**src/rtl/instruction_decode_pkg.sv**
```systemverilog
// rtl/instruction_decode_pkg.sv - shared opcodes, control-bundle layout and decode helper
package instruction_decode_pkg;

  localparam int CTRL_WIDTH       = 9;
  localparam int CTRL_REG_WRITE   = 8;
  localparam int CTRL_MEM_READ    = 7;
  localparam int CTRL_MEM_WRITE   = 6;
  localparam int CTRL_MEM_TO_REG  = 5;
  localparam int CTRL_ALU_SRC     = 4;
  localparam int CTRL_REG_DST     = 3;
  localparam int CTRL_BRANCH      = 2;
  localparam int CTRL_ALUOP_MSB   = 1;
  localparam int CTRL_ALUOP_LSB   = 0;

  localparam logic [5:0] OP_RTYPE = 6'h00;
  localparam logic [5:0] OP_LW    = 6'h23;
  localparam logic [5:0] OP_SW    = 6'h2B;
  localparam logic [5:0] OP_BEQ   = 6'h04;
  localparam logic [5:0] OP_ADDI  = 6'h08;

  localparam logic [1:0] ALUOP_ADD   = 2'b00;
  localparam logic [1:0] ALUOP_SUB   = 2'b01;
  localparam logic [1:0] ALUOP_FUNCT = 2'b10;

  localparam logic [31:0] NOP_INSTR = 32'h0000_0000;

  // The all-zero word shares opcode 0 with R-type, so it is filtered out first.
  function automatic logic [CTRL_WIDTH-1:0] decode_control(input logic [31:0] instr);
    logic [CTRL_WIDTH-1:0] c;
    c = '0;
    if (instr != NOP_INSTR) begin
      case (instr[31:26])
        OP_RTYPE: begin
          c[CTRL_REG_WRITE] = 1'b1;
          c[CTRL_REG_DST]   = 1'b1;
          c[CTRL_ALUOP_MSB:CTRL_ALUOP_LSB] = ALUOP_FUNCT;
        end
        OP_LW: begin
          c[CTRL_REG_WRITE]  = 1'b1;
          c[CTRL_MEM_READ]   = 1'b1;
          c[CTRL_MEM_TO_REG] = 1'b1;
          c[CTRL_ALU_SRC]    = 1'b1;
          c[CTRL_ALUOP_MSB:CTRL_ALUOP_LSB] = ALUOP_ADD;
        end
        OP_SW: begin
          c[CTRL_MEM_WRITE] = 1'b1;
          c[CTRL_ALU_SRC]   = 1'b1;
          c[CTRL_ALUOP_MSB:CTRL_ALUOP_LSB] = ALUOP_ADD;
        end
        OP_BEQ: begin
          c[CTRL_BRANCH] = 1'b1;
          c[CTRL_ALUOP_MSB:CTRL_ALUOP_LSB] = ALUOP_SUB;
        end
        OP_ADDI: begin
          c[CTRL_REG_WRITE] = 1'b1;
          c[CTRL_ALU_SRC]   = 1'b1;
          c[CTRL_ALUOP_MSB:CTRL_ALUOP_LSB] = ALUOP_ADD;
        end
        default: c = '0;
      endcase
    end
    return c;
  endfunction

endpackage

```
**src/rtl/instruction_decode_register_file.sv**
```systemverilog
// rtl/instruction_decode_register_file.sv - 2R/1W register file, r0 hardwired to zero,
// same-cycle write-to-read bypass
module register_file #(
  parameter int DATA_WIDTH = 32,
  parameter int ADDR_WIDTH = 5
) (
  input  logic                  clk,
  input  logic                  i_reset,
  input  logic [ADDR_WIDTH-1:0] i_rd_addr1,
  input  logic [ADDR_WIDTH-1:0] i_rd_addr2,
  output logic [DATA_WIDTH-1:0] o_rd_data1,
  output logic [DATA_WIDTH-1:0] o_rd_data2,
  input  logic                  i_wr_en,
  input  logic [ADDR_WIDTH-1:0] i_wr_addr,
  input  logic [DATA_WIDTH-1:0] i_wr_data
);

  logic [DATA_WIDTH-1:0] r_regs [2**ADDR_WIDTH];
  logic                  w_wr_valid;

  assign w_wr_valid = i_wr_en && (i_wr_addr != '0);

  always_ff @(posedge clk) begin
    if (i_reset) begin
      r_regs <= '{default: '0};
    end else if (w_wr_valid) begin
      r_regs[i_wr_addr] <= i_wr_data;
    end
  end

  always_comb begin
    o_rd_data1 = '0;
    o_rd_data2 = '0;
    if (i_rd_addr1 != '0) begin
      o_rd_data1 = (w_wr_valid && i_wr_addr == i_rd_addr1) ? i_wr_data : r_regs[i_rd_addr1];
    end
    if (i_rd_addr2 != '0) begin
      o_rd_data2 = (w_wr_valid && i_wr_addr == i_rd_addr2) ? i_wr_data : r_regs[i_rd_addr2];
    end
  end

endmodule

```
**src/rtl/instruction_decode.sv**
```systemverilog
// rtl/instruction_decode.sv - pipeline decode stage: control decode, register file,
// load-use hazard stall and ID/EX register
module instruction_decode
  import instruction_decode_pkg::*;
#(
  parameter int DATA_WIDTH     = 32,
  parameter int REG_ADDR_WIDTH = 5
) (
  input  logic                      clk,
  input  logic                      reset,
  input  logic [DATA_WIDTH-1:0]     programCounterIn,
  input  logic [31:0]               instruction,
  input  logic                      regWriteEnable,
  input  logic [REG_ADDR_WIDTH-1:0] regWriteAddress,
  input  logic [DATA_WIDTH-1:0]     regWriteData,
  output logic                      pcWrite,
  output logic                      ifIdWrite,
  output logic [DATA_WIDTH-1:0]     idExPc,
  output logic [DATA_WIDTH-1:0]     idExReadData1,
  output logic [DATA_WIDTH-1:0]     idExReadData2,
  output logic [DATA_WIDTH-1:0]     idExImmediate,
  output logic [REG_ADDR_WIDTH-1:0] idExRs,
  output logic [REG_ADDR_WIDTH-1:0] idExRt,
  output logic [REG_ADDR_WIDTH-1:0] idExRd,
  output logic [CTRL_WIDTH-1:0]     idExControl
);

  logic [REG_ADDR_WIDTH-1:0] w_rs;
  logic [REG_ADDR_WIDTH-1:0] w_rt;
  logic [REG_ADDR_WIDTH-1:0] w_rd;
  logic [DATA_WIDTH-1:0]     w_read_data1;
  logic [DATA_WIDTH-1:0]     w_read_data2;
  logic [DATA_WIDTH-1:0]     w_immediate;
  logic [CTRL_WIDTH-1:0]     w_control;
  logic                      w_stall;

  assign w_rs        = instruction[25:21];
  assign w_rt        = instruction[20:16];
  assign w_rd        = instruction[15:11];
  assign w_immediate = {{(DATA_WIDTH-16){instruction[15]}}, instruction[15:0]};
  assign w_control   = decode_control(instruction);

  register_file #(
    .DATA_WIDTH (DATA_WIDTH),
    .ADDR_WIDTH (REG_ADDR_WIDTH)
  ) u_register_file (
    .clk        (clk),
    .i_reset    (reset),
    .i_rd_addr1 (w_rs),
    .i_rd_addr2 (w_rt),
    .o_rd_data1 (w_read_data1),
    .o_rd_data2 (w_read_data2),
    .i_wr_en    (regWriteEnable),
    .i_wr_addr  (regWriteAddress),
    .i_wr_data  (regWriteData)
  );

  // The bubble clears memRead, so a load-use stall never lasts more than one cycle.
  assign w_stall = idExControl[CTRL_MEM_READ] && (idExRt != '0) &&
                   ((idExRt == w_rs) || (idExRt == w_rt));

  assign pcWrite   = !reset && !w_stall;
  assign ifIdWrite = !reset && !w_stall;

  always_ff @(posedge clk) begin
    if (reset) begin
      idExPc        <= '0;
      idExReadData1 <= '0;
      idExReadData2 <= '0;
      idExImmediate <= '0;
      idExRs        <= '0;
      idExRt        <= '0;
      idExRd        <= '0;
      idExControl   <= '0;
    end else begin
      idExPc        <= programCounterIn;
      idExReadData1 <= w_read_data1;
      idExReadData2 <= w_read_data2;
      idExImmediate <= w_immediate;
      idExRs        <= w_rs;
      idExRt        <= w_rt;
      idExRd        <= w_rd;
      idExControl   <= w_stall ? '0 : w_control;
    end
  end

endmodule

```
**config.mk**
```make
export PLATFORM = sky130hd
export DESIGN_NAME = instruction_decode
export DESIGN_NICKNAME = d
export VERILOG_FILES = /design/src/rtl/instruction_decode_pkg.sv /design/src/rtl/instruction_decode_register_file.sv /design/src/rtl/instruction_decode.sv
export SDC_FILE = /design/constraint.sdc
export NUM_CORES = 2
export LEC_CHECK = 0
export CAP_MARGIN = 20
export CORE_MARGIN = 8
export CORE_UTILIZATION = 41
export CTS_CLUSTER_SIZE = 8
export DETAILED_ROUTE_END_ITERATION = 10
export SYNTH_ARGS = -nofsm -noshare
export SYNTH_HDL_FRONTEND = slang
export SYNTH_SLANG_ARGS = --single-unit
```
**constraint.sdc**
```tcl
create_clock -name clk -period 1.91 [get_ports clk]
set_input_delay 0.2865 -clock clk [delete_from_list [all_inputs] [get_ports clk]]
set_output_delay 0.2865 -clock clk [all_outputs]
set_load 0.01 [all_outputs]
```
==> run summary <==
Synth area leader - dfxtp_1
Synth top area share - 41.4%
P_leak - 25.2 nW
Initial core utilization - 41.3%
Site Rows - 135
Fin Setup TNS - -0.717 ns
Final min period - 2.25 ns
DR WL/cell - 29.6 um
Avg Synthesized Cell Area - 8.89 sq um
Cell area after layout - 0.0712 sq mm
RSZ-0062 raised after global routing - true
HPWL Detailed - 173000 um
Critical Path Sink Type - output pin
Worst Setup Start Kind - register
CTS tree - done
GPL Wtd Cong - 0.997
Mapped Area - 0.0559 sq mm
Top cells by area, synth - dfxtp_1 (41%), mux4_2 (18%), nand2_1 (14%), a21oi_1 (9.2%), mux2i_1 (3.3%)
Die height - 385 um
Maximum buffer depth of the clock tree - 3
Antenna viol nets, final - 0
Global router's overall resource usage - 32.9%
Largest net degree at the start of global routing - 219
Ys Warns - 0
Number of synthesized register bits - 1154
# IOs - 258
Die width - 385 um
Core area - 0.135 sq mm
First-pass GRT wire length - 359000 um
Place WS - -1.10 ns
CTS Sinks - 1154
Mapped Cells - 6283
Final slew viol count - 0
Vias in the first global route - 50900
Worst hold path type - in2reg
Measured slew at the worst slew-check pin - 1.17 ns
Vias - 53700
Initial DRC Count - 7741
Final setup margin - -0.339 ns
Final setup violation count - 5
Slew headroom - 21.7%
R2R Setup Slk - 0.07 ns
Grt total ovfl - 0
Worst skew pair latency - 0.83 ns
Total CTS buffers - 163
Clock Skews - 0.0325 ns
Most frequent cells in the layout - nand2_1 (2009), dfxtp_1 (1137), a21oi_1 (1023)
Core Util, Final - 52.6%
Root Buffer - clkbuf_16
Failing checks - negative setup slack
Post-detailed-routing wire length - 253000 um
Layout Nets - 6856
Drt via density - 6.27
# DRC - 0
Synth Net Count - 6387
Max cap viols - 0
Initial antenna violation count - 13
Area delta synth->final - 27.4%
Fin crit share - 118%
Port bufs - 257
Total die area - 0.148 sq mm
Worst path required time - 1.62 ns
Area post-placement - 0.0666 sq mm
Kind of critical path - reg2out
Final hold vios - 0
Status - complete, but fails checks
Fraction of registers with async set/reset - 0%
Fillers - 12000
Seq/Total Area, Yosys - 41.4%
Power Dens Cells - 801 mW/mm^2
Max Clock Freq - 445 MHz
TritonRoute pass-1 iters - 6
Tot Pwr - 57.0 mW
Post-synth EDFFs - 0
Peak supply drop - 0.676 mV
Commonest non-fill, non-tap cell in the layout - nand2_1
CTS H-tree depth - 4
CP Data Arrival Time - 1.96 ns
Ratio of cells with drive above 1 in the final layout - 22.7%
Crit-path max FO - 4
Clock transition at path regs - 0.06 ns
Post-synth cell types - 57
Main flop type after synthesis - dfxtp_1
what timing repair did:
item	CTS	global route
resized for setup	245	25
hold buffers	16	0
endpoints found under the setup margin	173	17
pin swaps	3	4
endpoints found under the hold margin	39	0
buffers inserted	2	1
registers in the layout, indices dropped and copies added (netlist names):
name                    flops
idExPc                     32
idExReadData2              32
idExControl                 8
idExRt                      5
u_register_file.r_regs   1024
idExRs                      5
idExReadData1              32
idExImmediate              16
critical path, stage by stage, from the launching register on:
cell	delay, ns
dfxtp_4	0.36
xnor2_2	0.18
nand2_1	0.08
o22ai_1	0.16
a31o_2	0.21
inv_2	0.04
buf_2	0.13
path summary, 6_finish.rpt:
check,to,cells past startpoint,start
setup reg to reg,idExReadData2[8],6,u_register_file.r_regs[904]
hold reg to reg,u_register_file.r_regs[968],2,u_register_file.r_regs[968]
setup / recovery,pcWrite,6,idExRt[1]
hold / removal,idExPc[27],2,programCounterIn[27]
where the power goes:
| part | switching (mW) | total (mW) | internal [mW] |
|---|---|---|---|
| registers | 0.233 | 24.7 | 24.4 |
| clock network | 10.9 | 26.2 | 15.3 |
| logic | 3.62 | 6.17 | 2.55 |
logic make-up after synthesis:
| group | after synthesis | share of synthesized area [%] |
|---|---|---|
| AOI/OAI and AO/OA | 1365 | 13.7 |
| and+or+nand+nor | 2399 | 17.3 |
| muxes | 669 | 21.8 |
| xor gates and xnor gates | 20 | 0.314 |
| buffers and inverters | 676 | 5.46 |
| DFF | 1154 | 41.4 |
metrics by stage:
step | cells | hold slack, ns
6_report | 8554 | 0.0278
5_1_grt | 8551 | 0.0290
4_1_cts | 8550 | 0.00230
3_5_place_dp | 8349 | 0.457
3_3_place_gp | 8348 | 0.449
2_1_floorplan | 6283 | 0.364
synth_stat cells, types with 38 or more instances:
cell	count
a22oi_1	43
o22ai_1	86
buf_4	68
o21ai_0	41
buf_2	109
nand2_1	2040
nor2b_1	109
mux2_2	49
a211oi_1	61
clkbuf_1	465
nor3_1	38
a21oi_1	1023
nor2_1	96
dfxtp_1	1154
mux2i_1	185
mux4_2	435
cell type report:
cell class | count | area (sq um) | area share, %
Tap cell | 1781 | 2230 | 3.13
Clock inverter | 12 | 141 | 0.199
Clock buffer | 171 | 4180 | 5.88
Antenna cell | 3 | 7.51 | 0.0105
Sequential cell | 1154 | 23100 | 32.5
Multi-Input combinational cell | 4453 | 30200 | 42.4
Timing Repair Buffer | 974 | 11300 | 15.8
Inverter | 6 | 26.3 | 0.0369
layer usage:
metal | part of all wire [%] | track usage [%] | routed length (um)
met1 | 36 | 41.9 | 91900
met2 | 42 | 48.6 | 107000
met3 | 14 | 9.74 | 34600
met4 | 7.8 | 21.0 | 19600
met5 | 0.040 | 0.330 | 102
(Power assumes the default switching activity.)
